===== config.mk =====
export PLATFORM = sky130hd
export DESIGN_NAME = mem_port_arb
export DESIGN_NICKNAME = d
export VERILOG_FILES = /design/src/rtl/mem_port_arb.sv
export SDC_FILE = /design/constraint.sdc
export NUM_CORES = 1
export LEC_CHECK = 0
export CAP_MARGIN = 20
export CORE_AREA = 2 2 108 110
export CTS_CLUSTER_DIAMETER = 150
export CTS_CLUSTER_SIZE = 12
export DETAILED_ROUTE_END_ITERATION = 10
export DIE_AREA = 0 0 110 112
export GPL_TIMING_DRIVEN = 0
export MAX_ROUTING_LAYER = met4
export PLACE_DENSITY = 0.61
export SLEW_MARGIN = 10
export SYNTH_ARGS = -nofsm -noshare
export SYNTH_HDL_FRONTEND = slang
export SYNTH_SLANG_ARGS = --single-unit

===== constraint.sdc =====
create_clock -name clk -period 1.8 [get_ports clk]
set_input_delay 0.36 -clock clk [delete_from_list [all_inputs] [get_ports clk]]
set_output_delay 0.36 -clock clk [all_outputs]
set_load 0.01 [all_outputs]

===== src/rtl/mem_port_arb.sv =====
// Shares the single-port unified memory between instruction fetch (IF) and load/store (LS).
// Latency: grant is combinational with the request; the response is returned MEM_LAT cycles after the grant.
// Backpressure: one access outstanding; LS has priority, IF is forced after STARVE_MAX denials; hold_flag_o stalls the pipeline while LS waits.
// Optional build macro: MEM_ARB_PERF_EN adds 32-bit grant/conflict event counters.
module mem_port_arb #(
  parameter int ADDR_W     = 32,
  parameter int DATA_W     = 32,
  parameter int MEM_LAT    = 1,
  parameter int STARVE_MAX = 4
) (
  input  logic              clk,
  input  logic              rst_n,
  input  logic              if_req_i,
  input  logic [ADDR_W-1:0] if_addr_i,
  output logic              if_gnt_o,
  output logic              if_rvalid_o,
  output logic [DATA_W-1:0] if_rdata_o,
  input  logic              ls_req_i,
  input  logic              ls_we_i,
  input  logic [ADDR_W-1:0] ls_addr_i,
  input  logic [DATA_W-1:0] ls_wdata_i,
  input  logic [3:0]        ls_wmask_i,
  output logic              ls_gnt_o,
  output logic              ls_rvalid_o,
  output logic [DATA_W-1:0] ls_rdata_o,
  output logic              mem_req_o,
  output logic              mem_we_o,
  output logic [ADDR_W-1:0] mem_addr_o,
  output logic [DATA_W-1:0] mem_wdata_o,
  output logic [3:0]        mem_wmask_o,
  input  logic [DATA_W-1:0] mem_rdata_i,
  output logic              hold_flag_o
`ifdef MEM_ARB_PERF_EN
  ,
  output logic [31:0]       perf_if_gnt_o,
  output logic [31:0]       perf_ls_gnt_o,
  output logic [31:0]       perf_conflict_o
`endif
);

  localparam int LAT_W = $clog2(MEM_LAT + 1);
  localparam int STV_W = $clog2(STARVE_MAX + 1);
  localparam logic [LAT_W-1:0] LAT_ONE  = LAT_W'(1);
  localparam logic [LAT_W-1:0] LAT_INIT = LAT_W'(MEM_LAT);
  localparam logic [STV_W-1:0] STV_MAX  = STV_W'(STARVE_MAX);

  typedef enum logic {IDLE, BUSY} state_t;
  typedef enum logic {OWN_IF, OWN_LS} owner_t;

  state_t             state_q, state_d;
  owner_t             owner_q, owner_d;
  logic               is_write_q, is_write_d;
  logic [LAT_W-1:0]   lat_cnt_q, lat_cnt_d;
  logic [STV_W-1:0]   starve_cnt_q, starve_cnt_d;

  logic arb_free;
  logic resp_now;
  logic if_gnt;
  logic ls_gnt;

  // Arbitration: free when idle or in the response cycle; LS wins a conflict unless IF has been starved.
  // Everything is gated by rst_n so all outputs read 0 during the reset cycle.
  always_comb begin
    arb_free = (state_q == IDLE) || ((state_q == BUSY) && (lat_cnt_q == LAT_ONE));
    if_gnt   = 1'b0;
    ls_gnt   = 1'b0;
    if (rst_n && arb_free) begin
      if (if_req_i && ls_req_i) begin
        if (starve_cnt_q == STV_MAX) begin
          if_gnt = 1'b1;
        end else begin
          ls_gnt = 1'b1;
        end
      end else begin
        if_gnt = if_req_i;
        ls_gnt = ls_req_i;
      end
    end
  end

  // Memory port mux: fields come from the granted requester, IF never writes, all zero when nothing is granted.
  always_comb begin
    mem_req_o   = if_gnt | ls_gnt;
    mem_we_o    = 1'b0;
    mem_addr_o  = '0;
    mem_wdata_o = '0;
    mem_wmask_o = '0;
    if (ls_gnt) begin
      mem_we_o    = ls_we_i;
      mem_addr_o  = ls_addr_i;
      mem_wdata_o = ls_wdata_i;
      mem_wmask_o = ls_wmask_i;
    end else if (if_gnt) begin
      mem_addr_o  = if_addr_i;
    end
  end

  // Response steering: the access completes in the cycle lat_cnt reaches 1; stores report completion with zero data.
  always_comb begin
    resp_now    = rst_n && (state_q == BUSY) && (lat_cnt_q == LAT_ONE);
    if_rvalid_o = resp_now && (owner_q == OWN_IF);
    ls_rvalid_o = resp_now && (owner_q == OWN_LS);
    if_rdata_o  = if_rvalid_o ? mem_rdata_i : '0;
    ls_rdata_o  = (ls_rvalid_o && !is_write_q) ? mem_rdata_i : '0;
    if_gnt_o    = if_gnt;
    ls_gnt_o    = ls_gnt;
    hold_flag_o = rst_n && ls_req_i && !ls_gnt;
  end

  // Next-state logic: a grant (re)starts the latency count and captures the new owner,
  // even when it coincides with the previous access's response cycle.
  always_comb begin
    state_d    = state_q;
    owner_d    = owner_q;
    is_write_d = is_write_q;
    lat_cnt_d  = lat_cnt_q;
    if (if_gnt || ls_gnt) begin
      state_d    = BUSY;
      lat_cnt_d  = LAT_INIT;
      owner_d    = ls_gnt ? OWN_LS : OWN_IF;
      is_write_d = ls_gnt && ls_we_i;
    end else begin
      case (state_q)
        BUSY: begin
          if (lat_cnt_q == LAT_ONE) begin
            state_d   = IDLE;
            lat_cnt_d = '0;
          end else begin
            lat_cnt_d = lat_cnt_q - LAT_ONE;
          end
        end
        default: begin
          state_d = IDLE;
        end
      endcase
    end
  end

  // Starvation guard: counts cycles IF waits behind an LS grant; saturates so IF wins the next conflict.
  always_comb begin
    starve_cnt_d = starve_cnt_q;
    if (if_gnt || !if_req_i) begin
      starve_cnt_d = '0;
    end else if (ls_gnt && (starve_cnt_q != STV_MAX)) begin
      starve_cnt_d = starve_cnt_q + STV_W'(1);
    end
  end

  // State registers with synchronous reset; an access in flight at reset is dropped.
  always_ff @(posedge clk) begin
    if (!rst_n) begin
      state_q      <= IDLE;
      owner_q      <= OWN_IF;
      is_write_q   <= 1'b0;
      lat_cnt_q    <= '0;
      starve_cnt_q <= '0;
    end else begin
      state_q      <= state_d;
      owner_q      <= owner_d;
      is_write_q   <= is_write_d;
      lat_cnt_q    <= lat_cnt_d;
      starve_cnt_q <= starve_cnt_d;
    end
  end

`ifdef MEM_ARB_PERF_EN
  logic [31:0] perf_if_gnt_q, perf_if_gnt_d;
  logic [31:0] perf_ls_gnt_q, perf_ls_gnt_d;
  logic [31:0] perf_conflict_q, perf_conflict_d;

  // Event counters: wrap naturally at 2^32.
  always_comb begin
    perf_if_gnt_d   = perf_if_gnt_q + {31'd0, if_gnt};
    perf_ls_gnt_d   = perf_ls_gnt_q + {31'd0, ls_gnt};
    perf_conflict_d = perf_conflict_q + {31'd0, (arb_free && if_req_i && ls_req_i)};
  end

  // Counter registers with synchronous reset.
  always_ff @(posedge clk) begin
    if (!rst_n) begin
      perf_if_gnt_q   <= '0;
      perf_ls_gnt_q   <= '0;
      perf_conflict_q <= '0;
    end else begin
      perf_if_gnt_q   <= perf_if_gnt_d;
      perf_ls_gnt_q   <= perf_ls_gnt_d;
      perf_conflict_q <= perf_conflict_d;
    end
  end

  assign perf_if_gnt_o   = perf_if_gnt_q;
  assign perf_ls_gnt_o   = perf_ls_gnt_q;
  assign perf_conflict_o = perf_conflict_q;
`endif

endmodule


==> out/metrics.cfg, run 1 <==
[floorplan]
die_y_um = 112
initial_core_util_pct = 13.2
ioPinCount = 276
core_area_um2 = 11200
fp.dieW_um = 110
rows = 39
dieArea_um2 = 12300

[clock_network]
cts_buffer_depth = 2
ctsHoldBuffers = 0
cts_tree = yes
path_clk_slew_ps = 40
cts_made_buffers = 3
numClockSinks = 7
insertion_delay_ps = 240
cts.htree.levels = 1
cts_root_buf = clkbuf_16

[hold_path]
hold_depth = 1
hold_path_class = flip-flop to flip-flop
min_to = is_write_q
hold_start = is_write_q

[grt]
grt_max_degree = 11
grt_pass1_vias = 2989
grt_overflow = 0
antenna_found_initial = 0
grt_usage_pct = 18.0
grt_pass1_wl_um = 16900

[worst_setup_path]
crit_path_max_incr_delay_ps = 320
path_class = flip-flop to primary output
r2r-start = lat_cnt_q
slowest_stage = dfxtp_2
cp-start-kind = flip-flop
rrSetupSlack_ps = -10
required_ps = 1440
r2r_end = is_write_q
worstSetupEndpointType = primary output
crit_top_cell = buf_6
crit_fanout = 5
cp_cell_sequence = inv_2 > ha_4 > nand3_4 > nor3b_4 > buf_6 > buf_8 > buf_6 > buf_6 > a22o_1 > buf_2
crit_arrival_ps = 1890
reg2reg_depth = 10

[pwr]
p_sw_uw = 452
netSwitchingFraction_pct = 28.3
p_int_uw = 1150
pwr-share-comb_pct = 64.4
powerDensity_nw_per_um2 = 284
power_frac_seq_pct = 11.0
p_leak_uw = 0.00275
clkPwrFrac_pct = 24.6
peakVddDrop_mv = 0.269
power.total_uw = 1600

[route]
top_layer = met4
wl_per_cell_um = 16.9
met2_length_um = 6570
drc = 0
drt_first_iter_violations = 75
antenna_left = 0
first_pass_iters = 6
routed_via_density = 4.14
route.met3.wl_um = 705
wl_um = 11900
routedLengthMet1_um = 4510
num_vias = 2923

[synth]
yosys_warnings = 0
ys_ff_latch = 7
synth-edff-count = 0
synth_nets = 333
syn_area_um2 = 1480
syn_area_per_cell_um2 = 7.60
synth_top_area_share_pct = 42.8
async_flop_share_pct = 0
synth.lib_cells_used.distinct = 31
netlist_top_cells_count = and2_1 (101), a22o_1 (23), buf_6 (11), a22o_2 (9), dfxtp_1 (7)
synth.most_common_cell = and2_1
ys_seq_area_share_pct = 9.50
synth_area_leader_cell = and2_1
synthCells = 194
synth_area_leaders = and2_1 (43%), a22o_1 (14%), dfxtp_1 (9.5%)
synth_ff_type = dfxtp_1

[timing]
skew_ps = 1.16
fmax_mhz = 445
slew_headroom_pct = 83.1
post-route-min-period_ps = 2250
setup_tns_ps = -25570
rsz0062_at_grt = yes
fin_crit_sh_pct = 125
tightest_slew_ps = 253
setup_slack_ps = -445
finalHoldViolCount = 0
setup_viol = 129
maxSlewViolCount = 0

[finish]
final_core_util_pct = 50.5
fin_nets = 703
num_antenna_cells = 0
area_delta_synth_final_pct = 282
drive_above_1_share_pct = 60.9

[outcome]
outcome = finished, violations left
failed_checks = negative setup slack

[placed_design]
numPortBuffers = 275
gp_congestion = 0.888
dp_hpwl_um = 8140

[flow_run]
maxCapViolCount = 0

-- routing by layer --
layer | GRT usage [%] | up-vias
li1 | - | 1406
met1 | 21.6 | 1399
met2 | 32.0 | 104
met3 | 2.22 | 14
met4 | 3.38 | 0
met5 | - | -
-- kinds of logic (layout without fill, tap and decap cells) --
kind of cell / Yosys count / after routing / synth area share [%]
simple gates: 119 / 119 / 51.9
fa+ha+maj: 2 / 2 / 1.70
buf+inv: 21 / 390 / 11.0
compound gates: 45 / 45 / 25.9
flops: 7 / 7 / 9.50
-- flip-flops by register name (all words and copies together) (netlist names) --
signal,count
is_write_q,1
lat_cnt_q,1
owner_q,1
starve_cnt_q,3
state_q,1
-- critical path, delay by kind of cell, from the launching register on --
| kind | cells | cell delay, ps |
|---|---|---|
| AOI/OAI and AO/OA | 1 | 210 |
| buffers and inverters | 6 | 700 |
| and+or+nand+nor | 2 | 250 |
| DFF | 1 | 320 |
| adders and majority gates | 1 | 160 |
-- worst max-delay path by stage --
stage	endpoint	slack, ps	start
floorplan	mem_addr_o[20]	2	starve_cnt_q[0]
global placement	mem_wdata_o[31]	-1170	ls_req_i
detailed placement	mem_wdata_o[31]	-1200	ls_req_i
CTS	mem_addr_o[24]	-540	starve_cnt_q[0]
global route	mem_addr_o[11]	-490	starve_cnt_q[0]
finish	mem_addr_o[11]	-450	starve_cnt_q[0]
-- stage by stage --
stage | cell area (µm²) | cells | worst slack, ps | hold WS (ps)
2_1_floorplan | 1480 | 194 | 1.98 | 462
3_3_place_gp | 4410 | 612 | -1170 | 477
3_5_place_dp | 4410 | 612 | -1200 | 482
4_1_cts | 5170 | 699 | -539 | 491
5_1_grt | 5640 | 706 | -492 | 548
6_report | 5640 | 706 | -445 | 517
-- power groups by stage --
stage	Sequential, µW	Clock [µW]	Combinational [µW]
after global placement	175	0	777
final	176	394	1030
after CTS	175	390	932
after floorplan	174	0	238
after detailed placement	176	0	782
after global routing	177	412	1090
-- layout by cell type (no fill, tap or decap), types with 3 or more instances in the layout --
cell type,synthesis,final
clkdlybuf4s50_1,0,133
buf_6,11,124
and2_4,0,63
buf_2,1,59
buf_4,0,39
and2_1,101,38
a22o_1,23,23
buf_8,0,17
a22o_4,0,9
clkbuf_16,0,7
a21oi_1,4,4
dlygate4sd2_1,0,3
dfxtp_4,0,3
-- area by class of cell --
class / instances / area (µm²)
multi-input combinational: 166 / 1490
inverter: 4 / 15.0
buffer: 13 / 184
tap: 143 / 179
timing repair buffer: 369 / 3540
sequential: 7 / 154
clock buffer: 4 / 78.8
fill: 1049 / 5540
-- repair_timing --
action	4_1_cts	5_1_grt
resized for setup	720	121
setup buffers	77	17
pin swaps	29	42
setup endpoints to repair	140	140
gates cloned	7	4
hold endpoints to repair	0	0
No activity file was read; power rests on OpenSTA's default activity.
==> inputs of run 2 (changes only) <==
- ABC_CLOCK_PERIOD_IN_PS: default -> 1800
==> results of run 2 <==
The final DEF is identical to that of run 1; final timing and power are the same.
